**src/rtl/mc_pkg.sv**
```systemverilog
// Shared encodings for the multi-cycle MIPS control unit and its ALU control.
// Combinational constants/helpers only; no latency.
// No flow control of its own.
package mc_pkg;

  typedef enum logic [3:0] {
    S_FETCH    = 4'd0,
    S_DECODE   = 4'd1,
    S_EXEC_R   = 4'd2,
    S_WB_R     = 4'd3,
    S_EXEC_I   = 4'd4,
    S_WB_I     = 4'd5,
    S_MEM_ADDR = 4'd6,
    S_MEM_RD   = 4'd7,
    S_MEM_WB   = 4'd8,
    S_MEM_WR   = 4'd9,
    S_BRANCH   = 4'd10,
    S_JUMP     = 4'd11
  } state_t;

  localparam logic [3:0] OP_R    = 4'b0000;
  localparam logic [3:0] OP_ADDI = 4'b0001;
  localparam logic [3:0] OP_ANDI = 4'b0010;
  localparam logic [3:0] OP_ORI  = 4'b0011;
  localparam logic [3:0] OP_SLTI = 4'b0100;
  localparam logic [3:0] OP_LW   = 4'b0101;
  localparam logic [3:0] OP_SW   = 4'b0110;
  localparam logic [3:0] OP_BEQ  = 4'b0111;
  localparam logic [3:0] OP_BNE  = 4'b1000;
  localparam logic [3:0] OP_J    = 4'b1001;

  localparam logic [2:0] ALUOP_ADD = 3'b000;
  localparam logic [2:0] ALUOP_R   = 3'b001;
  localparam logic [2:0] ALUOP_AND = 3'b010;
  localparam logic [2:0] ALUOP_OR  = 3'b011;
  localparam logic [2:0] ALUOP_BR  = 3'b100;
  localparam logic [2:0] ALUOP_SLT = 3'b101;

  localparam logic [1:0] PCSRC_ALU    = 2'b00;
  localparam logic [1:0] PCSRC_ALUOUT = 2'b01;
  localparam logic [1:0] PCSRC_JUMP   = 2'b10;

  localparam logic [1:0] SRCB_REGB  = 2'b00;
  localparam logic [1:0] SRCB_TWO   = 2'b01;
  localparam logic [1:0] SRCB_IMM   = 2'b10;
  localparam logic [1:0] SRCB_SHIMM = 2'b11;

  function automatic logic [2:0] imm_alu_op(input logic [3:0] op);
    case (op)
      OP_ANDI: imm_alu_op = ALUOP_AND;
      OP_ORI:  imm_alu_op = ALUOP_OR;
      OP_SLTI: imm_alu_op = ALUOP_SLT;
      default: imm_alu_op = ALUOP_ADD;
    endcase
  endfunction

endpackage

```
**src/rtl/mc_mem_wait_timer.sv**
```systemverilog
// Counts memory wait cycles and flags a timeout on the TIMEOUT-th wait cycle.
// expire is combinational from the count and ready; the count updates next edge.
// No backpressure; ready completing in the expiry cycle suppresses the timeout.
module mc_mem_wait_timer #(
  parameter int TIMEOUT = 15,
  parameter int CNT_W   = 4
) (
  input  logic clk,
  input  logic rst_n,
  input  logic active,
  input  logic ready,
  output logic expire
);

  localparam int              LAST_I = (TIMEOUT == 0) ? 0 : TIMEOUT - 1;
  localparam logic [CNT_W-1:0] LAST  = LAST_I[CNT_W-1:0];

  logic [CNT_W-1:0] cnt_q;

  assign expire = (TIMEOUT != 0) && active && !ready && (cnt_q == LAST);

  // Any cycle that is not a continuing wait leaves the count at zero, which
  // gives the clear-on-entry behaviour without tracking state transitions.
  always_ff @(posedge clk) begin
    if (!rst_n) begin
      cnt_q <= '0;
    end else if (active && !ready && !expire) begin
      cnt_q <= cnt_q + 1'b1;
    end else begin
      cnt_q <= '0;
    end
  end

endmodule

```
**src/rtl/mc_control_fsm.sv**
```systemverilog
// Multi-cycle main control for the 16-bit MIPS datapath (Moore FSM).
// 3-5 cycles per instruction with zero-wait memory; each wait cycle adds one.
// Stalls on mem_ready in FETCH/MEM_RD/MEM_WR; times out to FETCH with bus_err.
module mc_control_fsm
  import mc_pkg::*;
#(
  parameter int TIMEOUT = 15,
  parameter int CNT_W   = 4
) (
  input  logic       clk,
  input  logic       rst_n,
  input  logic [3:0] opcode,
  input  logic       zero,
  input  logic       mem_ready,
  output logic       mem_req,
  output logic       mem_we,
  output logic       i_or_d,
  output logic       ir_write,
  output logic       pc_write,
  output logic [1:0] pc_src,
  output logic       reg_write,
  output logic       reg_dst,
  output logic       mem_to_reg,
  output logic       alu_src_a,
  output logic [1:0] alu_src_b,
  output logic [2:0] alu_op,
  output logic       illegal_op,
  output logic       bus_err
);

  state_t state_q, state_d;
  logic   abort_q;
  logic   bne_q;
  logic   waiting;
  logic   timeout;

  // The cycle after a timeout is a dead FETCH cycle with mem_req low so the
  // memory sees the aborted request drop before a fresh one is issued.
  assign waiting = ((state_q == S_FETCH) && !abort_q) ||
                   (state_q == S_MEM_RD) || (state_q == S_MEM_WR);

  mc_mem_wait_timer #(
    .TIMEOUT (TIMEOUT),
    .CNT_W   (CNT_W)
  ) u_wait_timer (
    .clk    (clk),
    .rst_n  (rst_n),
    .active (waiting),
    .ready  (mem_ready),
    .expire (timeout)
  );

  always_ff @(posedge clk) begin
    if (!rst_n) begin
      state_q <= S_FETCH;
      abort_q <= 1'b0;
      bne_q   <= 1'b0;
    end else begin
      state_q <= state_d;
      abort_q <= timeout;
      if (state_q == S_DECODE) begin
        bne_q <= (opcode == OP_BNE);
      end
    end
  end

  always_comb begin
    state_d    = S_FETCH;
    mem_req    = 1'b0;
    mem_we     = 1'b0;
    i_or_d     = 1'b0;
    ir_write   = 1'b0;
    pc_write   = 1'b0;
    pc_src     = PCSRC_ALU;
    reg_write  = 1'b0;
    reg_dst    = 1'b0;
    mem_to_reg = 1'b0;
    alu_src_a  = 1'b0;
    alu_src_b  = SRCB_REGB;
    alu_op     = ALUOP_ADD;
    illegal_op = 1'b0;
    bus_err    = timeout;

    case (state_q)
      S_FETCH: begin
        mem_req   = !abort_q;
        alu_src_b = SRCB_TWO;
        if (!abort_q && mem_ready) begin
          ir_write = 1'b1;
          pc_write = 1'b1;
          state_d  = S_DECODE;
        end
      end
      S_DECODE: begin
        alu_src_b = SRCB_SHIMM;
        case (opcode)
          OP_R:                             state_d = S_EXEC_R;
          OP_ADDI, OP_ANDI, OP_ORI, OP_SLTI: state_d = S_EXEC_I;
          OP_LW, OP_SW:                     state_d = S_MEM_ADDR;
          OP_BEQ, OP_BNE:                   state_d = S_BRANCH;
          OP_J:                             state_d = S_JUMP;
          default:                          illegal_op = 1'b1;
        endcase
      end
      S_EXEC_R: begin
        alu_src_a = 1'b1;
        alu_op    = ALUOP_R;
        state_d   = S_WB_R;
      end
      S_WB_R: begin
        reg_write = 1'b1;
        reg_dst   = 1'b1;
      end
      S_EXEC_I: begin
        alu_src_a = 1'b1;
        alu_src_b = SRCB_IMM;
        alu_op    = imm_alu_op(opcode);
        state_d   = S_WB_I;
      end
      S_WB_I: begin
        reg_write = 1'b1;
      end
      S_MEM_ADDR: begin
        alu_src_a = 1'b1;
        alu_src_b = SRCB_IMM;
        state_d   = (opcode == OP_SW) ? S_MEM_WR : S_MEM_RD;
      end
      S_MEM_RD: begin
        mem_req = 1'b1;
        i_or_d  = 1'b1;
        if (mem_ready)    state_d = S_MEM_WB;
        else if (timeout) state_d = S_FETCH;
        else              state_d = S_MEM_RD;
      end
      S_MEM_WB: begin
        reg_write  = 1'b1;
        mem_to_reg = 1'b1;
      end
      S_MEM_WR: begin
        mem_req = 1'b1;
        mem_we  = 1'b1;
        i_or_d  = 1'b1;
        state_d = (mem_ready || timeout) ? S_FETCH : S_MEM_WR;
      end
      S_BRANCH: begin
        alu_src_a = 1'b1;
        alu_op    = ALUOP_BR;
        pc_src    = PCSRC_ALUOUT;
        pc_write  = bne_q ? !zero : zero;
      end
      S_JUMP: begin
        pc_write = 1'b1;
        pc_src   = PCSRC_JUMP;
      end
      default: state_d = S_FETCH;
    endcase
  end

endmodule

```
**config.mk**
```make
export PLATFORM = sky130hd
export DESIGN_NAME = mc_control_fsm
export DESIGN_NICKNAME = d
export VERILOG_FILES = /design/src/rtl/mc_pkg.sv /design/src/rtl/mc_mem_wait_timer.sv /design/src/rtl/mc_control_fsm.sv
export SDC_FILE = /design/constraint.sdc
export NUM_CORES = 1
export LEC_CHECK = 0
export BUFFER_PORTS_ARGS = -buffer_cell sky130_fd_sc_hd__buf_2
export CAP_MARGIN = 10
export CELL_PAD_IN_SITES_DETAIL_PLACEMENT = 1
export CELL_PAD_IN_SITES_GLOBAL_PLACEMENT = 1
export CORE_MARGIN = 1
export CORE_UTILIZATION = 35
export DETAILED_ROUTE_END_ITERATION = 8
export HOLD_SLACK_MARGIN = 0.03
export PLACE_DENSITY_LB_ADDON = 0.1
export SYNTH_ARGS = -nofsm -noshare
export SYNTH_HDL_FRONTEND = slang
export SYNTH_SLANG_ARGS = --single-unit
```
**constraint.sdc**
```tcl
create_clock -name clk -period 1.7 [get_ports clk]
set_clock_uncertainty 0.1 [all_clocks]
set_input_delay 0.085 -clock clk [delete_from_list [all_inputs] [get_ports clk]]
set_output_delay 0.085 -clock clk [all_outputs]
set_load 0.005 [all_outputs]
```
==> metrics.cfg <==
[routing]
drtIter0Drc=19
drt_wl_total_um=2328
routedWlPerCell_um=13.94
vias=890
ant_nets=0
first_pass_iters=3
drc=0
routed_via_density=5.329

[clock_tree]
cts_root_buffer=clkbuf_4
cts_tree=built
clock_sinks=10
clockBufferDepth=2
cts_buffers=3
clk_pin_slew_ps=70
clock_latency_ps=270
htreeDepth=1

[min_path]
hp-start=mem_ready
hold_depth=3
min_to=state_q[3]
hold_class=in -> reg

[worst_setup_path]
r2r_end=u_wait_timer.cnt_q[3]
rrSetupSlack_ps=60
worst_setup_path_start_kind=flop
critPathCaptureType=output port
worstRegToRegCells=5
path_max_fanout=2
r2r_start=state_q[1]
crit_arrival_ps=1650
setup.worst_path.class=reg -> out
critPathRequiredTime_ps=1510

[run_status]
status=complete, but fails checks
violations=negative setup slack

[sta]
relSlewSlack_pct=73.29
maxSlewViolCount=0
tightest_slew_ps=395.3
period_needed_ps=1833
hold_viol=0
setup_violations=5
fin_tns_setup_ps=-297.9
rsz0062_at_grt=true
fin_crit_sh_pct=107.8
fin_ws_ps=-132.7
fmax_mhz=545.6

[final_layout]
layout-drive-gt1-share_pct=41.73
final_cell_area_um2=1141
fin_util_pct=51.58
antenna_cells=0
stdcell_count=167
fin_nets=150
area_growth_pct=39.88

[yosys]
netlist_instances=104
synthFlopType=dfxtp_1
ys_seq_area_share_pct=24.54
postSynth.asyncResetShare_pct=0
synth_fp_nets=114
synth_seq_cells=10
synth_cell_types=45
ys.warnings.count=0
synth_area_per_cell_um2=7.844
synth_edf_count=0
synth_area_um2=815.8

[power_and_ir_drop]
peakVddDrop_uv=438.9
leakage_uw=0.0005249
powerDensity_nw_per_um2=617.6
total_power_uw=704.8

[die]
start_util_pct=36.88
die_area_um2=2528
rows=17
coreArea_um2=2212
die_w_um=50.28
pin_count=26
dieHeight_um=50.28

[global_routing]
antenna_found_initial=0
grt_max_degree=15
grt_pass1_vias=793
overflow=0
track_usage_pct=19.33
grt_pass1_wl_um=3691

[place]
dpl.hpwl_um=1699
placed_cell_area_um2=1007
io_buffers=25
dp_cells=158
globalplace.congestion=0.7542

[flow_run]
cap_violations=0

## cell usage in the layout, fill, tap and decap left out, types with 3 or more instances in the layout
cell type	count
buf_4	12
nand3_1	3
inv_1	3
nor2_1	11
clkbuf_4	3
a31oi_1	3
nand4b_1	3
a21oi_1	7
nand2b_1	5
buf_2	25
nand2_1	4
dfxtp_1	9
## per-stage QoR
step           hold slack (ps)  worst slack (ps)
6_report                 93.04            -132.7
5_1_grt                  110.0            -193.3
4_1_cts                  58.75            -161.4
3_5_place_dp             268.2             126.8
3_3_place_gp             265.1             172.8
2_1_floorplan            96.17             61.92
## timing repair
item                                    in CTS  in global routing
hold endpoints to repair                     2                  0
hold buffers                                 1                  0
resized for setup                            8                  4
pin swaps                                    1                  4
buffers inserted                             2                  2
endpoints found under the setup margin       7                 13
## cell type report
type	count	area, µm²
clock buffers	4	36.28
fillers	287	1071
inverters	3	11.26
multi-input cells	82	609.3
flip-flops and latches	10	201.4
well taps	28	35.03
repair buffers	40	247.7
## worst max-delay path, stage by stage (launching register included)
cell and delay (ps):
dfxtp_1 310, or4_4 530, o211ai_2 180, nor3b_4 210, buf_2 140
## registers in the layout, summed over array words and instances, names as in the netlist
signal / flops
u_wait_timer.cnt_q: 4
abort_q: 1
bne_q: 1
state_q: 4
## per-layer routing
| layer | global-route usage (%) | routed length (µm) | vias up |
|---|---|---|---|
| li1 | - | - | 450 |
| met1 | 26.37 | 1150 | 420 |
| met2 | 30.44 | 1091 | 20 |
| met3 | 5.455 | 85 | 0 |
| met4 | 2.857 | 0 | 0 |
| met5 | 0 | 0 | - |
## cell usage after synthesis (all sizes together) (3+ instances only)
library cell	number	share of area, %
a211oi	3	2.8
a21oi	8	4.9
a31oi	3	2.3
buf	4	3.1
clkbuf	5	2.3
dfxtp	10	25
inv	3	1.4
nand2	4	1.8
nand2b	6	4.6
nand3	3	1.8
nand4b	3	3.2
nor2	11	5.1
nor3	3	1.8
nor3b	3	3.4
## kinds of logic (layout without fill, tap and decap cells)
family / count (synthesis) / count (layout) / synth area share [%]
and+or+nand+nor: 50 / 50 / 38.80
DFF: 10 / 10 / 24.54
buffers and inverters: 12 / 47 / 6.748
xor gates and xnor gates: 3 / 3 / 3.221
adders and majority gates: 2 / 2 / 3.067
muxes: 1 / 1 / 1.380
AOI/OAI and AO/OA: 26 / 26 / 22.24
## power breakdown
group	switching, µW	internal, µW
clock network	89.1	130
logic	114	120
registers	7.79	244
## how the worst max path moves through the flow
stage                     startpoint               endpoint  slack (ps)  depth (start not counted)
after detailed placement  state_q[1]                bus_err         130                          4
after CTS                 state_q[1]                bus_err        -160                          4
after floorplan           state_q[1]                abort_q          60                          5
final                     state_q[1]                bus_err        -130                          4
after global placement    state_q[1]  u_wait_timer.cnt_q[3]         170                          4
after global routing      state_q[1]                bus_err        -190                          4
(Power assumes the default switching activity.)
